`config.mk`:
```
export PLATFORM = sky130hd
export DESIGN_NAME = bcd_7seg_scan_driver
export DESIGN_NICKNAME = d
export VERILOG_FILES = /design/src/rtl/bcd_7seg_scan_driver.sv
export SDC_FILE = /design/constraint.sdc
export NUM_CORES = 1
export LEC_CHECK = 0
export BUFFER_PORTS_ARGS = -buffer_cell sky130_fd_sc_hd__buf_2
export CAP_MARGIN = 40
export CORE_UTILIZATION = 40
export CTS_CLUSTER_DIAMETER = 30
export CTS_CLUSTER_SIZE = 28
export DETAILED_ROUTE_END_ITERATION = 8
export MAX_ROUTING_LAYER = met4
export PLACE_DENSITY = 0.64
export SETUP_SLACK_MARGIN = 0.05
export SLEW_MARGIN = 25
export SYNTH_ARGS = -nofsm -noshare
export SYNTH_HDL_FRONTEND = slang
export SYNTH_SLANG_ARGS = --single-unit
```
`constraint.sdc`:
```
create_clock -name clk -period 2.35 [get_ports clk]
set_input_delay 0 -clock clk [delete_from_list [all_inputs] [get_ports clk]]
set_output_delay 0 -clock clk [all_outputs]
set_load 0.01 [all_outputs]
```
`src/rtl/bcd_7seg_scan_driver.sv`:
```
// bcd_7seg_scan_driver: time-multiplexed, double-buffered driver for a
// DIGITS-wide common-anode 7-segment display. All display outputs are active-low.
// Optional build macro BCD7SEG_LZB_EN enables leading-zero blanking.
//
// state | meaning
// DARK  | enable=0, prescaler/index held at 0, all anodes/segments off
// SCAN  | enable=1, digits scanned one slot of REFRESH_DIV cycles each
module bcd_7seg_scan_driver #(
  parameter int DIGITS      = 4,
  parameter int REFRESH_DIV = 50000
) (
  input  logic                  clk,
  input  logic                  rst,
  input  logic                  enable,
  input  logic                  load,
  input  logic [4*DIGITS-1:0]   bcd_in,
  input  logic [DIGITS-1:0]     dp_in,
  output logic [6:0]            seg,
  output logic                  dp,
  output logic [DIGITS-1:0]     an,
  output logic                  pending,
  output logic                  frame_tick
);

  localparam int PW = $clog2(REFRESH_DIV);
  localparam int IW = $clog2(DIGITS);
  localparam logic [PW-1:0] PRESC_TC = PW'(REFRESH_DIV - 1);
  localparam logic [IW-1:0] IDX_LAST = IW'(DIGITS - 1);

  typedef enum logic {DARK, SCAN} state_t;

  state_t              state_q, state_nx;
  logic [PW-1:0]       presc_q;
  logic [IW-1:0]       idx_q;
  logic [4*DIGITS-1:0] pend_bcd, active_bcd;
  logic [DIGITS-1:0]   pend_dp, active_dp;
  logic                scan, wrap;
  logic [3:0]          cur_bcd;
  logic                cur_dp, blank;
  logic [6:0]          seg_nx;
  logic                dp_nx;
  logic [DIGITS-1:0]   an_nx;

  function automatic logic [6:0] decode(input logic [3:0] d);
    case (d)
      4'd0:    decode = 7'b0000001;
      4'd1:    decode = 7'b1001111;
      4'd2:    decode = 7'b0010010;
      4'd3:    decode = 7'b0000110;
      4'd4:    decode = 7'b1001100;
      4'd5:    decode = 7'b0100100;
      4'd6:    decode = 7'b0100000;
      4'd7:    decode = 7'b0001111;
      4'd8:    decode = 7'b0000000;
      4'd9:    decode = 7'b0000100;
      default: decode = 7'b1111111;
    endcase
  endfunction

  // Next-state logic; enable takes effect on the very next edge
  always_comb begin
    state_nx = state_q;
    case (state_q)
      DARK:    if (enable)  state_nx = SCAN;
      SCAN:    if (!enable) state_nx = DARK;
      default: state_nx = DARK;
    endcase
  end

  assign scan = (state_nx == SCAN);
  assign wrap = scan && (presc_q == PRESC_TC) && (idx_q == IDX_LAST);

  // Select the current digit and build the next registered display outputs
  always_comb begin
    cur_bcd = 4'd0;
    cur_dp  = 1'b0;
    for (int i = 0; i < DIGITS; i++) begin
      if (idx_q == IW'(i)) begin
        cur_bcd = active_bcd[4*i +: 4];
        cur_dp  = active_dp[i];
      end
    end
`ifdef BCD7SEG_LZB_EN
    begin
      logic zero_run;
      zero_run = 1'b1;
      blank    = 1'b0;
      // digit 0 is never part of the zero run, so a lone 0 always shows
      for (int i = DIGITS - 1; i > 0; i--) begin
        zero_run = zero_run & (active_bcd[4*i +: 4] == 4'd0);
        if ((idx_q == IW'(i)) && zero_run) blank = 1'b1;
      end
    end
`else
    blank = 1'b0;
`endif
    seg_nx = (scan && !blank) ? decode(cur_bcd) : 7'h7F;
    dp_nx  = !(scan && cur_dp);
    // first cycle of each slot keeps every anode off (ghosting dead time)
    for (int i = 0; i < DIGITS; i++)
      an_nx[i] = !(scan && (presc_q != '0) && (idx_q == IW'(i)));
  end

  // State, scan counters, double-buffered banks and registered outputs
  always_ff @(posedge clk or posedge rst) begin
    if (rst) begin
      state_q    <= DARK;
      presc_q    <= '0;
      idx_q      <= '0;
      pend_bcd   <= '0;
      pend_dp    <= '0;
      active_bcd <= '0;
      active_dp  <= '0;
      pending    <= 1'b0;
      frame_tick <= 1'b0;
      seg        <= 7'h7F;
      dp         <= 1'b1;
      an         <= '1;
    end else begin
      state_q <= state_nx;
      if (scan) begin
        if (presc_q == PRESC_TC) begin
          presc_q <= '0;
          idx_q   <= (idx_q == IDX_LAST) ? '0 : idx_q + 1'b1;
        end else begin
          presc_q <= presc_q + 1'b1;
        end
      end else begin
        presc_q <= '0;
        idx_q   <= '0;
      end
      frame_tick <= wrap;
      // a load on the boundary cycle is newest and bypasses the pend bank
      if (wrap && load) begin
        active_bcd <= bcd_in;
        active_dp  <= dp_in;
        pending    <= 1'b0;
      end else if (wrap && pending) begin
        active_bcd <= pend_bcd;
        active_dp  <= pend_dp;
        pending    <= 1'b0;
      end else if (load) begin
        pend_bcd <= bcd_in;
        pend_dp  <= dp_in;
        pending  <= 1'b1;
      end
      seg <= seg_nx;
      dp  <= dp_nx;
      an  <= an_nx;
    end
  end

endmodule
```
==> metrics, run 1 <==
status=completed; final setup margin=0.01312 ns; initial antenna violation count=0; via count=3,104; crit-path max FO=10; mapped cell area=3880 µm²; Final setup violation count=0; layout cells sized above 1=31.78%; max-slew violations=0; crit-path cells=or4_4 -> or4_4 -> o21ai_4 -> buf_6 -> buf_12 -> mux2_2; vias in the first global route=3,089; TritonCTS Buffers=9; Post-Syn Nets=406; DPL Wire Length=5915 µm; Yosys warnings=0; GRT overflow=0; RR Endpoint=pend_bcd[14]; H-tree depth=3; clock-pin slew on the worst setup and hold paths=0.08 ns; DR WL/cell=15.45 µm; Fin. Hold Viols=0; Leak=2.077 nW; Post-synth EDFFs=0; Slowest cell on crit path=or4_4; Worst Path Required=2.58 ns; P&R area growth vs syn=24.99%; post-layout net count=481; Max Clock Freq=427.9 MHz; final cell count without fillers=579; pre-CTS WS=0.04752 ns; Netlist cell types=51; pwr dens=536.7 nW/µm²; unrepaired setup endpoints after global routing=true; Core Area=9328 µm²; Multi-input gate area=1892 µm²; starting DRC count in detailed routing=107; IO buf count=37; Initial Utilization=41.60%; minimum clock period=2.337 ns; ANT nets after route=0; IR drop worst, VDD=0.3313 mV; chip width=100.5 µm; hold endpoint=active_bcd[10]; reg2reg path depth=6; clk buf depth=2; Slew HR=57.46%; Top FF cell, synth=dfrtp_1; kind of critical path=reg -> reg; min-delay src=load; area leader, netlist=dfrtp_1; Final Cycle Share=99.44%; number of diodes=0; register area=1817 µm²; register-to-register setup slack=0.01 ns; I/O pins=38; Fillers=836; CTS tree=done; Seq/Total Area, Yosys=46.82%; Fin Hold WS=0.09404 ns; die area=10,100 µm²; Mapped Cells=370; Mean Syn Cell Area=10.49 µm²; die height=100.5 µm; Worst-Margin Slew=0.6371 ns; global-route wire length before repair=15,090 µm; Yosys reg bits=72; crit path capture type=flop; row cnt=35; Area contributors post-synth=dfrtp_1 39%, dfstp_2 8.1%, mux2_2 6.1%, ha_1 3.9%, nor2_1 3.5%; HP Class=in -> reg; setup tns final=0 ns; First-pass DRT Iterations=4; largest net degree at the start of global routing=44; CP Launch Point=presc_q[11]; crit path DAT=2.56 ns; share of the synthesized area in the top cell type=38.70%; Worst R2R Start=presc_q[11]; All-Layer GR Usage=20.13%; vias per cell=5.361; clk_lat worst skew=0.34 ns; Hold Crit Depth=2; Root Driver=clkbuf_8; Setup crit start kind=flop; RePlAce Congestion=0.8191; Max-Cap Viols=0; final WL=8944 µm; Setup Skew=0.006720 ns; clk sink count=72; FFs w/ async S/R, synth=100.0%; CP max stage delay=0.54 ns; residual DRC count=0; Crit path top cell by count=or4_4; Placed Instances=535
worst max-delay path: cells and delay by family, from the launching register on:
kind | cells | cell delay, ns
AOI/OAI and AO/OA | 1 | 0.20
muxes | 1 | 0.34
DFF | 1 | 0.39
buffers and inverters | 2 | 0.26
and+or+nand+nor | 2 | 1.02
report_power, final:
part	internal [W]	switching, W	total (W)
registers	0.00129	0.0000236	0.00131
clock network	0.000597	0.000489	0.00109
logic	0.000104	0.000101	0.000204
metal layers:
layer / wire length (µm) / vias up / GRT usage [%]
li1: - / 1486 / -
met1: 4064 / 1525 / 24.68
met2: 4335 / 81 / 32.67
met3: 369 / 12 / 3.953
met4: 174 / 0 / 8.250
met5: 0 / - / -
through the flow:
step           power, W  cell area, µm²  utilization [%]
2_1_floorplan  0.001442            3900                -
3_3_place_gp   0.001504            4325            46.37
3_5_place_dp   0.001510            4325            46.37
4_1_cts        0.002642            4825            51.72
5_1_grt        0.002710            4850            51.99
6_report       0.002603            4850            51.99
logic make-up after synthesis:
| logic type | count (synthesis) | synth area share (%) |
|---|---|---|
| AND/OR/NAND/NOR | 135 | 19.41 |
| buffers and inverters | 47 | 5.611 |
| multiplexers | 25 | 7.127 |
| adder cells (fa/ha/maj) | 12 | 3.870 |
| flip-flops | 72 | 46.82 |
| AO/OA/AOI/OAI | 67 | 14.45 |
| XOR/XNOR | 12 | 2.709 |
cells in the mapped netlist (7+ instances only):
| master | count |
|---|---|
| ha_1 | 12 |
| nand4_1 | 7 |
| inv_1 | 21 |
| nand2_1 | 22 |
| a21oi_1 | 12 |
| a41oi_1 | 9 |
| dfstp_2 | 12 |
| nand3b_1 | 8 |
| dfrtp_1 | 60 |
| nor3b_1 | 11 |
| nand3_1 | 8 |
| or3_1 | 21 |
| clkbuf_1 | 16 |
| nor2_1 | 36 |
| mux2_2 | 21 |
| o221a_2 | 12 |
worst max-delay path by stage:
stage | slack (ns) | endpoint
floorplan | 0.09 | pend_bcd[0]
global placement | 0.09 | pend_bcd[13]
detailed placement | 0.05 | pend_bcd[14]
CTS | 0.04 | pend_bcd[14]
global route | -0.007 | pend_bcd[14]
finish | 0.01 | pend_bcd[14]
timing repair:
| item | 4_1_cts | 5_1_grt |
|---|---|---|
| hold endpoints to repair | 44 | 0 |
| cloned | 1 | 0 |
| hold buffers | 21 | 0 |
| setup endpoints to repair | 21 | 43 |
| pin swaps | 0 | 2 |
| resized for setup | 2 | 8 |
| setup buffers | 5 | 2 |
sequential cells by signal, summed over array words and instances, names as in the netlist:
| register | cells |
|---|---|
| active_bcd | 16 |
| seg | 7 |
| pend_dp | 4 |
| presc_q | 16 |
| pending | 1 |
| an | 4 |
| pend_bcd | 16 |
| dp | 1 |
| idx_q | 2 |
| frame_tick | 1 |
| active_dp | 4 |
cell type report:
class	instances	share of cell area, %
multi-input cells	251	39.01
repair buffers	90	14.04
flip-flops and latches	72	37.46
inverters	21	1.625
clock buffers	9	2.554
clock inverters	7	1.987
well taps	129	3.328
layout by cell type, fill, tap and decap left out, drive strengths merged, types with 4 or more instances in the layout:
cell         count
nand3b           8
a22oi            4
and3             4
ha              12
or3             22
nor2            36
o21ai            5
xnor2            6
xor2             6
a21oi           12
dlygate4sd3     21
nand3            8
nor4             4
nor3b           11
nand2           22
o221a           17
buf             69
a41oi            9
dfrtp           60
mux2            21
a211oi           7
nand4            7
clkbuf           9
mux2i            4
dfstp           12
inv             21
No activity file was read; power rests on OpenSTA's default activity.
==> run 2: changes to the inputs <==
--- a/config.mk
+++ b/config.mk
@@ -5,7 +5,8 @@
 export SDC_FILE = /design/constraint.sdc
 export NUM_CORES = 1
 export LEC_CHECK = 0
-export BUFFER_PORTS_ARGS = -buffer_cell sky130_fd_sc_hd__buf_2
+export ABC_AREA = 1
+export BUFFER_PORTS_ARGS = -buffer_cell sky130_fd_sc_hd__buf_4
 export CAP_MARGIN = 40
 export CORE_UTILIZATION = 40
 export CTS_CLUSTER_DIAMETER = 30
==> run 2 against run 1 <==
  * Register-to-register slack better by 0.27 ns
  * First-iteration DRC count up 11%
  * Design area fell by 3.7%
  * Flip-flop and latch count unchanged
  * Count of clock-buffer cells in the layout up 5
  * Routed wire length decreased by 6.3%
  * Setup slack better by 0.27 ns
  * Sequential share of layout area is 1.4 points higher
  * Clock power fell by 4%
  * Largest cell class is now sequential cells
==> metrics, run 2 <==
Worst-Margin Slew=0.6536 ns (was 0.6371 ns); most frequent cells in the layout=178 x nand2_1, 60 x dfrtp_1, 53 x inv_1 (was 60 x dfrtp_1, 37 x buf_2, 36 x nor2_1); Mapped Cells=506 (was 370); layout cells sized above 1=18.10% (was 31.78%); ANT nets after route=0 (unchanged); CP max stage delay=0.41 ns (was 0.54 ns); Slowest cell on crit path=dfrtp_1 (was or4_4); leading cell type in the layout, fill and taps excluded=nand2_1 (was dfrtp_1); clk sink count=72 (unchanged); Int Power=0.001995 W (was 0.001990 W); Worst Path Required=2.62 ns (was 2.58 ns); clk buf depth=2 (unchanged); final WL=8379 µm (was 8944 µm); switching power=0.0005940 W (was 0.0006132 W); Synth top cells by count=178 x nand2_1, 60 x dfrtp_1, 54 x inv_1 (was 60 x dfrtp_1, 36 x nor2_1, 22 x nand2_1); HP Class=in -> reg (unchanged); Post-Syn Nets=542 (was 406); GRT overflow=0 (unchanged); residual DRC count=0 (unchanged); Worst R2R Start=idx_q[0] (was presc_q[11]); starting DRC count in detailed routing=119 (was 107); Final Cell Area=4669 µm² (was 4850 µm²); top-count cell post-synth=nand2_1 (was dfrtp_1); area leader, netlist=dfrtp_1 (unchanged); crit-path max FO=9 (was 10); IO buf count=37 (unchanged); TritonCTS Buffers=9 (unchanged); crit-path cells=inv_1 -> ha_2 -> inv_1 -> nand2_1 -> nand2_1 -> o21ai_1 -> inv_1 -> ha_1 -> inv_1 -> nand3_1 -> nand3_1 -> nand3_1 (was or4_4 -> or4_4 -> o21ai_4 -> buf_6 -> buf_12 -> mux2_2); Slew HR=56.38% (was 57.46%); hold endpoint=pend_dp[1] (was active_bcd[10]); Yosys reg bits=72 (unchanged); reg2reg path depth=12 (was 6); max-slew violations=0 (unchanged); number of diodes=0 (unchanged); row cnt=35 (unchanged); DR WL/cell=12.00 µm (was 15.45 µm); Mean Syn Cell Area=7.581 µm² (was 10.49 µm²); share of the synthesized area in the top cell type=39.14% (was 38.70%); vias per cell=4.682 (was 5.361); CP Launch Point=idx_q[0] (was presc_q[11]); register-to-register setup slack=0.29 ns (was 0.01 ns); crit path capture type=flop (unchanged); via count=3,268 (was 3,104); Post-synth EDFFs=0 (unchanged); die height=99.93 µm (was 100.5 µm); CTS tree=done (unchanged); CP delay by family, top=adder cells (was simple AND/OR/NAND/NOR gates); Core Area=9284 µm² (was 9328 µm²); Clk pwr share=40.7% (was 41.7%); clock-pin slew on the worst setup and hold paths=0.07 ns (was 0.08 ns); Yosys warnings=0 (unchanged); Adder-Cell Fraction of Synth Area=3.914% (was 3.870%); mux share of post-synthesis cell area=0% (was 7.127%); Comb power frac=8.8% (was 7.8%); post-layout net count=600 (was 481); Max Clock Freq=484.7 MHz (was 427.9 MHz); kind of critical path=reg -> reg (unchanged); Hold Crit Depth=3 (was 2); RePlAce Congestion=0.7950 (was 0.8191); Root Driver=clkbuf_8 (unchanged); Largest regs=active_bcd (16), pend_bcd (16), presc_q (16) (unchanged); Area contributors post-synth=dfrtp_1 39%, nand2_1 17%, dfstp_2 8.2%, nand3_1 6.3%, inv_1 5.3% (was dfrtp_1 39%, dfstp_2 8.1%, mux2_2 6.1%, ha_1 3.9%, nor2_1 3.5%); Final setup violation count=0 (unchanged); crit path DAT=2.33 ns (was 2.56 ns); global-route wire length before repair=15,080 µm (was 15,090 µm); die area=9986 µm² (was 10,100 µm²); Max-Cap Viols=0 (unchanged); Leak=2.460 nW (was 2.077 nW); RR Endpoint=seg[0] (was pend_bcd[14]); Sw Share=22.94% (was 23.56%); Simple-Gate Fraction of Synth Area=35.03% (was 19.41%); Crit path top cell by count=inv_1 (was or4_4); clk_lat worst skew=0.35 ns (was 0.34 ns); Setup Skew=0.01448 ns (was 0.006720 ns); Synth Area in XOR/XNOR=0.2283% (was 2.709%); First-pass DRT Iterations=4 (unchanged); sequential power share=50.5% (was 50.4%); IR drop worst, VDD=0.3418 mV (was 0.3313 mV); setup tns final=0 ns (unchanged); unrepaired setup endpoints after global routing=false (was true); DPL Wire Length=5703 µm (was 5915 µm); Setup crit start kind=flop (unchanged); I/O pins=38 (unchanged); Compound-Gate Fraction of Synth Area=5.121% (was 14.45%); Top FF cell, synth=dfrtp_1 (unchanged); status=completed (unchanged); Seq/Total Area, Yosys=47.36% (was 46.82%); largest net degree at the start of global routing=46 (was 44); pwr dens=554.5 nW/µm² (was 536.7 nW/µm²); vias in the first global route=3,157 (was 3,089); All-Layer GR Usage=19.61% (was 20.13%); H-tree depth=3 (unchanged); P&R area growth vs syn=21.72% (was 24.99%); Netlist cell types=31 (was 51); Fin. Hold Viols=0 (unchanged); Final Cycle Share=87.80% (was 99.44%); worst path bufs/invs=4 (was 2); main combinational cell family by area after synthesis=simple AND/OR/NAND/NOR gates (unchanged); FFs w/ async S/R, synth=100.0% (unchanged); initial antenna violation count=0 (unchanged); mapped cell area=3836 µm² (was 3880 µm²); Area after DPL=4227 µm² (was 4325 µm²); Initial Utilization=41.32% (was 41.60%); min-delay src=load (unchanged); minimum clock period=2.063 ns (was 2.337 ns); chip width=99.93 µm (was 100.5 µm)
run 2: how the worst max path moves through the flow:
stage             end  cells past startpoint  slack (ns)
6_report       seg[0]                     12        0.29
4_1_cts        seg[0]                     12        0.13
3_5_place_dp   seg[0]                     12        0.16
5_1_grt        seg[0]                     12        0.04
2_1_floorplan  seg[3]                     12        0.46
3_3_place_gp   seg[3]                     12        0.25
run 2: power by group through the flow:
stage | clock network, W | logic, W | registers (W)
after floorplan | 0 | 0.000121 | 0.00133
after global placement | 0 | 0.000199 | 0.00133
after detailed placement | 0 | 0.000202 | 0.00133
after CTS | 0.00108 | 0.000232 | 0.00131
after global routing | 0.00114 | 0.000264 | 0.00131
final | 0.00105 | 0.000228 | 0.00131
run 2: repair_timing:
action	in CTS	in global routing
resized for setup	0	3
setup buffers	0	0
endpoints found under the hold margin	68	0
endpoints found under the setup margin	0	6
hold buffers	22	0
run 2: routing by layer:
metal / track usage (%) / up-vias / wire (µm)
met1: 25.84 / 1508 / 4215
met5: - / - / 0
li1: - / 1684 / -
met2: 30.66 / 67 / 3675
met3: 4.039 / 9 / 387
met4: 5.656 / 0 / 99
run 2: worst min-delay path, cell delays in order:
cell	delay [ns]
buf_4	0.21
nand3_1	0.11
nand2_1	0.05
run 2: cell type report:
class,count,area [µm²]
clock buffer,14,182.7
timing repair buffer,66,563.0
tap,129,161.4
inverter,55,206.4
clock inverter,2,35.03
sequential,72,1817
fill,929,4614
multi-input combinational,360,1704
run 2: cell families (layout without fill, tap and decap cells):
group | count (synthesis) | after routing
xor gates and xnor gates | 1 | 1
and+or+nand+nor | 310 | 310
AOI/OAI and AO/OA | 37 | 37
buffers and inverters | 74 | 137
DFF | 72 | 72
adders and majority gates | 12 | 12
run 2: per-stage QoR:
stage / std cells / setup slack [ns] / hold slack [ns] / power [W] / utilization (%)
after floorplan: 506 / 0.4580 / 0.08313 / 0.001451 / -
after CTS: 698 / 0.1253 / 0.04191 / 0.002623 / 50.24
after detailed placement: 660 / 0.1551 / 0.1344 / 0.001533 / 45.53
after global placement: 660 / 0.2472 / 0.1238 / 0.001527 / 45.53
final: 698 / 0.2868 / 0.05908 / 0.002589 / 50.30
after global routing: 698 / 0.04342 / 0.05950 / 0.002714 / 50.30
